<file path="config.mk">
export PLATFORM = sky130hd
export DESIGN_NAME = lcd_msg_ctrl
export DESIGN_NICKNAME = d
export VERILOG_FILES = /design/src/rtl/lcd_msg_ctrl.sv
export SDC_FILE = /design/constraint.sdc
export NUM_CORES = 1
export LEC_CHECK = 0
export ABC_CLOCK_PERIOD_IN_PS = 2990
export CAP_MARGIN = 20
export CORE_ASPECT_RATIO = 1.4
export CORE_MARGIN = 5
export CORE_UTILIZATION = 40
export CTS_CLUSTER_SIZE = 8
export DETAILED_ROUTE_END_ITERATION = 8
export SYNTH_ARGS = -nofsm -noshare
export SYNTH_HDL_FRONTEND = slang
export SYNTH_SLANG_ARGS = --single-unit
</file>
<file path="constraint.sdc">
create_clock -name CLK -period 2.99 [get_ports CLK]
set_clock_uncertainty 0.15 [all_clocks]
set_input_delay 0.598 -clock CLK [delete_from_list [all_inputs] [get_ports CLK]]
set_output_delay 0.598 -clock CLK [all_outputs]
set_load 0.01 [all_outputs]
</file>
<file path="src/rtl/lcd_msg_ctrl.sv">
// HD44780-style 16x2 LCD message controller: on a START rising edge it clears the display, writes two text lines and holds them, then pulses DONE.
// Latency: BUSY rises the cycle after the edge; the power-on init runs only on the first message after reset; per-command timing comes from the parameters.
// Backpressure: none; START edges are ignored while BUSY. Optional feature macro LCD_AUTO_CLEAR_EN adds a Clear Display after the hold.
module lcd_msg_ctrl #(
    parameter int unsigned CLK_HZ   = 1_000_000,
    parameter int unsigned E_PULSE  = 1,
    parameter int unsigned EXEC_US  = 40,
    parameter int unsigned CLEAR_US = 1640,
    parameter int unsigned HOLD_MS  = 2000
) (
    input  logic       CLK,
    input  logic       RESETN,
    input  logic       START,
    input  logic [1:0] MSG_SEL,
    input  logic [3:0] LEVEL,
    output logic       TLCD_RS,
    output logic       TLCD_RW,
    output logic       TLCD_E,
    output logic [7:0] TLCD_DATA,
    output logic       BUSY,
    output logic       DONE,
    output logic       PASS
);

    localparam int unsigned EXEC_CYC  = (CLK_HZ / 1_000_000) * EXEC_US;
    localparam int unsigned CLEAR_CYC = (CLK_HZ / 1_000_000) * CLEAR_US;
    localparam int unsigned HOLD_CYC  = (CLK_HZ / 1_000) * HOLD_MS;

    // Last counter value of a command slot: setup cycle + E pulse + post-E wait.
    localparam logic [31:0] SLOT_LAST = 32'(E_PULSE + EXEC_CYC);
    localparam logic [31:0] CLR_LAST  = 32'(E_PULSE + CLEAR_CYC);
    // The hold window includes the FIN cycle, so HOLD itself lasts HOLD_CYC-1 cycles
    // (HOLD_CYC must be at least 2).
    localparam logic [31:0] HOLD_LAST = 32'(HOLD_CYC) - 32'd2;

    // Fixed 16-column line images; leftmost character in the top byte.
    localparam logic [127:0] TXT_S_L1 = "    SUCCESS     ";
    localparam logic [127:0] TXT_S_L2 = "    GOOD JOB    ";
    localparam logic [127:0] TXT_F_L1 = "      FAIL      ";
    localparam logic [127:0] TXT_F_L2 = "   TRY AGAIN    ";
    localparam logic [127:0] TXT_R_L1 = "     READY      ";
    localparam logic [127:0] TXT_R_L2 = "  PRESS START   ";
    localparam logic [127:0] TXT_L_L1 = "    LEVEL       ";
    localparam logic [127:0] TXT_L_L2 = "   KEEP GOING   ";

    typedef enum logic [3:0] {
        S_IDLE,
        S_FUNC,
        S_DISP,
        S_ENTRY,
        S_CLEAR,
        S_L1_ADDR,
        S_L1_CHAR,
        S_L2_ADDR,
        S_L2_CHAR,
        S_HOLD,
        S_END_CLR,
        S_FIN
    } state_t;

    state_t      state_q, state_d;
    logic [31:0] cnt_q, cnt_d;
    logic [4:0]  idx_q, idx_d;
    logic        start_q;
    logic        init_done_q, init_done_d;
    logic [1:0]  msg_q, msg_d;
    logic [3:0]  lvl_q, lvl_d;
    logic        pass_q, pass_d;

    logic        cmd;
    logic        slot_end;
    logic        rs_c;
    logic [7:0]  data_c;
    logic        e_c;
    logic        done_c;

    // Character at a given column of a given message line; LEVEL digit patched into column 10.
    function automatic logic [7:0] msg_char(input logic [1:0] msg, input logic line2,
                                            input logic [3:0] col, input logic [3:0] lvl);
        logic [127:0] row;
        logic [127:0] row_sh;
        logic [7:0]   ch;
        case (msg)
            2'd0:    row = line2 ? TXT_S_L2 : TXT_S_L1;
            2'd1:    row = line2 ? TXT_F_L2 : TXT_F_L1;
            2'd2:    row = line2 ? TXT_R_L2 : TXT_R_L1;
            default: row = line2 ? TXT_L_L2 : TXT_L_L1;
        endcase
        row_sh = row << {col, 3'b000};
        ch     = row_sh[127:120];
        if (msg == 2'd3 && !line2 && col == 4'd10) begin
            ch = (lvl < 4'd10) ? (8'h30 + {4'b0000, lvl}) : (8'h37 + {4'b0000, lvl});
        end
        return ch;
    endfunction

    // State, counters and latched request; reset aborts any message in progress.
    always_ff @(posedge CLK or negedge RESETN) begin
        if (!RESETN) begin
            state_q     <= S_IDLE;
            cnt_q       <= 32'd0;
            idx_q       <= 5'd0;
            start_q     <= 1'b0;
            init_done_q <= 1'b0;
            msg_q       <= 2'd0;
            lvl_q       <= 4'd0;
            pass_q      <= 1'b0;
        end else begin
            state_q     <= state_d;
            cnt_q       <= cnt_d;
            idx_q       <= idx_d;
            start_q     <= START;
            init_done_q <= init_done_d;
            msg_q       <= msg_d;
            lvl_q       <= lvl_d;
            pass_q      <= pass_d;
        end
    end

    // Next-state, slot timing and LCD bus decode.
    always_comb begin
        state_d     = state_q;
        cnt_d       = cnt_q + 32'd1;
        idx_d       = idx_q;
        init_done_d = init_done_q;
        msg_d       = msg_q;
        lvl_d       = lvl_q;
        pass_d      = pass_q;
        cmd         = 1'b0;
        rs_c        = 1'b0;
        data_c      = 8'h00;
        e_c         = 1'b0;
        done_c      = 1'b0;
        slot_end    = (state_q == S_CLEAR || state_q == S_END_CLR) ? (cnt_q == CLR_LAST)
                                                                    : (cnt_q == SLOT_LAST);

        case (state_q)
            S_IDLE: begin
                cnt_d = 32'd0;
                if (START && !start_q) begin
                    msg_d   = MSG_SEL;
                    lvl_d   = LEVEL;
                    state_d = init_done_q ? S_CLEAR : S_FUNC;
                end
            end
            S_FUNC: begin
                cmd    = 1'b1;
                data_c = 8'h38;
                if (slot_end) state_d = S_DISP;
            end
            S_DISP: begin
                cmd    = 1'b1;
                data_c = 8'h0C;
                if (slot_end) state_d = S_ENTRY;
            end
            S_ENTRY: begin
                cmd    = 1'b1;
                data_c = 8'h06;
                if (slot_end) begin
                    state_d     = S_CLEAR;
                    init_done_d = 1'b1;
                end
            end
            S_CLEAR: begin
                cmd    = 1'b1;
                data_c = 8'h01;
                if (slot_end) state_d = S_L1_ADDR;
            end
            S_L1_ADDR: begin
                cmd    = 1'b1;
                data_c = 8'h80;
                idx_d  = 5'd0;
                if (slot_end) state_d = S_L1_CHAR;
            end
            S_L1_CHAR: begin
                cmd    = 1'b1;
                rs_c   = 1'b1;
                data_c = msg_char(msg_q, 1'b0, idx_q[3:0], lvl_q);
                if (slot_end) begin
                    if (idx_q == 5'd15) state_d = S_L2_ADDR;
                    else                idx_d   = idx_q + 5'd1;
                end
            end
            S_L2_ADDR: begin
                cmd    = 1'b1;
                data_c = 8'hC0;
                idx_d  = 5'd0;
                if (slot_end) state_d = S_L2_CHAR;
            end
            S_L2_CHAR: begin
                cmd    = 1'b1;
                rs_c   = 1'b1;
                data_c = msg_char(msg_q, 1'b1, idx_q[3:0], lvl_q);
                if (slot_end) begin
                    if (idx_q == 5'd15) state_d = S_HOLD;
                    else                idx_d   = idx_q + 5'd1;
                end
            end
            S_HOLD: begin
                if (cnt_q == HOLD_LAST) begin
                    cnt_d = 32'd0;
`ifdef LCD_AUTO_CLEAR_EN
                    state_d = S_END_CLR;
`else
                    state_d = S_FIN;
                    pass_d  = (msg_q == 2'd0);
`endif
                end
            end
            S_END_CLR: begin
                cmd    = 1'b1;
                data_c = 8'h01;
                if (slot_end) begin
                    state_d = S_FIN;
                    pass_d  = (msg_q == 2'd0);
                end
            end
            S_FIN: begin
                done_c  = 1'b1;
                cnt_d   = 32'd0;
                state_d = S_IDLE;
            end
            default: begin
                cnt_d   = 32'd0;
                state_d = S_IDLE;
            end
        endcase

        if (cmd) begin
            e_c = (cnt_q >= 32'd1) && (cnt_q <= 32'(E_PULSE));
            if (slot_end) cnt_d = 32'd0;
        end
    end

    assign TLCD_RS   = rs_c;
    assign TLCD_RW   = 1'b0;
    assign TLCD_E    = e_c;
    assign TLCD_DATA = data_c;
    assign BUSY      = (state_q != S_IDLE);
    assign DONE      = done_c;
    assign PASS      = pass_q;

endmodule

</file>
==> results by group <==
Run status
  • Status: finished, final reports clean

Route
  • DRT antenna net count: 0
  • Vias per inst: 5.66
  • WL final: 12300 µm
  • Router iterations before antenna repair: 5
  • Wire per inst: 17.8 µm
  • Initial DRC count: 193
  • DRC: 0
  • Vias: 3929

Finish
  • Most frequent cells in the layout: buf_4, dfrtp_1, nor2_1
  • # diodes: 0
  • FILL cells: 927
  • Final Non-Filler Cells: 694
  • Final instance area: 5050 µm²
  • Share of cells above drive strength 1: 24.2%
  • Leading cell type in the layout, fill and taps excluded: buf_4
  • Core Util, Final: 51.3%
  • # nets final: 582
  • Area Growth Syn to Fin: 26.8%

Logic synthesis
  • Synth area leaders: dfrtp_1, ha_1, nor2_1
  • #FFs+latches synth: 50
  • Synth Cell Area: 3990 µm²
  • Synth cell types: 68
  • Syn Nets: 513
  • Synthesized area per cell: 8.15 µm²
  • Mapped Cells: 489
  • Register area share after synthesis: 31.4%
  • Post-synth top area cell: dfrtp_1
  • Post-synth EDFFs: 0
  • Main flop type after synthesis: dfrtp_1
  • Async set-or-reset flop fraction in the synthesized netlist: 100%
  • Synth top area share: 31.4%
  • Yosys Warn Count: 0

Die
  • Die area: 12100 µm²
  • Rows: 43
  • Die height: 128 µm
  • Core area: 9850 µm²
  • Initial Util: 40.5%
  • Die X: 94.4 µm
  • Io pins: 23

Timing
  • Minimum clock period: 2940 ps
  • RSZ-0062 raised after global routing: yes
  • Worst hold slack: 258 ps
  • Period utilization: 98.5%
  • Rel. slew slack: 56.4%
  • Slew @ Worst Pin: 654 ps
  • Slew Viols, Final: 0
  • Final Hold Fails: 0
  • Setup WS post-layout: 45.7 ps
  • Final Setup Violations: 0
  • F_max: 340 MHz
  • Setup TNS: 0 ps

Worst setup path
  • CP max FO: 5
  • Critical path type: reg2out
  • CP endpoint: TLCD_DATA[4]
  • Cell count along the critical path: 8
  • Crit-path leading delay family: compound AO/OA/AOI/OAI gates
  • RR Endpoint: cnt_q[24]$_DFF_PN0_
  • Max stage delay cell, worst path: dfrtp_1
  • Startpoint types: register
  • FF-to-FF Start: state_q[0]$_DFFE_PN0P_
  • CP endpoint kind: primary output
  • CP Launch Point: msg_q[0]$_DFFE_PN0P_
  • Reg2reg setup slack: 190 ps
  • Worst path arrival time: 2200 ps
  • CP cell instances: buf_6, buf_4, ha_4, mux2_2, a221oi_2, nor4_2, a311o_1, buf_2
  • Worst Reg-to-Reg Cells: 7
  • Crit path required time: 2240 ps
  • CP max stage delay: 410 ps
  • CP Buf/Inv Count: 3

Worst hold path
  • Hold Path Class: in2async

Power
  • Switching power: 0.990 mW
  • Flop pwr share: 31.3%
  • Logic gate share of total power: 46.7%
  • VDD IR max: 0.000359 V
  • P_leak: 2.09 nW
  • Pint: 1.64 mW
  • Clock Power Share: 22.1%
  • Overall Power: 2.62 mW
  • PD cells: 519 nW/µm²
  • Sw frac: 37.7%

Global route
  • Vias in the first global route: 3970
  • GRT Total Usage: 21.3%
  • First-pass GRT wire length: 20200 µm
  • Largest net degree at the start of global routing: 51
  • Met1 Usage GRT: 23.3%
  • Met2 Use GR: 39.0%
  • GR peak layer: met2
  • GR Layer Usage met3: 2.23%
  • Initial antenna violation count: 0
  • Grt ovf: 0

Clock tree
  • CTS tree: yes
  • Sinks on Clock Net: 50
  • Root buffer cell: clkbuf_16
  • Clock Tree Buf Depth: 2
  • CTS buffer count: 5
  • Clk Latency, worst-skew pair: 290 ps
  • H-tree depth: 2
  • Clock transition at path regs: 70 ps

Place
  • GPL Wtd Cong: 0.960
  • Post-DP HPWL: 9350 µm
  • Place WS: -144 ps
  • Dpl cells: 684
  • DP Area: 4770 µm²
  • Port bufs: 21

Job
  • Total of max-cap violations: 0
## kinds of logic after synthesis
group,share of synthesized area [%]
AOI/OAI and AO/OA,17.7
xor gates and xnor gates,7.25
adders and majority gates,4.71
buffers and inverters,5.71
DFF,31.4
muxes,4.61
other,0.0940
and+or+nand+nor,28.5
## power groups by stage
| stage | sequential (mW) | combinational, mW | clock, mW |
|---|---|---|---|
| floorplan | 0.811 | 0.626 | 0 |
| global placement | 0.820 | 1.10 | 0 |
| detailed placement | 0.823 | 1.10 | 0 |
| CTS | 0.818 | 1.21 | 0.591 |
| global route | 0.835 | 1.33 | 0.622 |
| finish | 0.821 | 1.22 | 0.579 |
## cells in the mapped netlist (9+ instances only)
cell type and count:
dfrtp_1 50, nor2_1 50, nand2_1 32, o21ai_0 26, nand3_1 25, a21oi_1 23
clkbuf_1 23, inv_1 22, xnor2_1 20, nor2b_1 17, nor4_1 17, ha_1 15
nand4_1 13, xor2_1 13, mux2_2 11, nor3_1 9
## registers in the layout, indices dropped and copies added (netlist names)
name and count:
cnt_q 32, msg_q 2, state_q 4, lvl_q 4, PASS 1, start_q 1, init_done_q 1, idx_q 5
## repair_timing
action                                 4_1_cts  5_1_grt
hold buffers                                 0        0
setup endpoints to repair                    8        8
resized for setup                           51       16
pin swaps                                    5       10
buffers inserted                             2        0
endpoints found under the hold margin        0        0
## worst reg2reg max path, cell delays in order (launching register included)
cell and delay (ps):
dfrtp_1 420, buf_4 200, nor4b_1 410, o2111ai_1 270, a2111o_1 570, a2bb2oi_2 210
buf_4 340, nor2_1 110
## area by class of cell
cell class	count	area [µm²]	share of cell area (%)
Sequential cell	50	1250	24.8
Clock buffer	6	139	2.75
Tap cell	135	169	3.34
Timing Repair Buffer	95	748	14.8
Multi-Input combinational cell	383	2650	52.3
Clock inverter	2	12.5	0.248
Inverter	23	88.8	1.76
## how the worst min path moves through the flow
stage,startpoint,to,slack (ps),cells past startpoint
finish,RESETN,cnt_q[24]$_DFF_PN0_,260,2
global route,RESETN,cnt_q[14]$_DFF_PN0_,340,2
CTS,RESETN,cnt_q[24]$_DFF_PN0_,290,2
detailed placement,init_done_q$_DFFE_PN0P_,init_done_q$_DFFE_PN0P_,350,1
global placement,idx_q[4]$_DFFE_PN0P_,idx_q[4]$_DFFE_PN0P_,330,2
floorplan,RESETN,PASS$_DFFE_PN0P_,150,0
## routing by layer
layer | up-vias | wire, µm
met3 | 36 | 395
met2 | 80 | 6500
met4 | 0 | 607
li1 | 1910 | -
met1 | 1903 | 4830
met5 | - | 0
(Power assumes the default switching activity.)
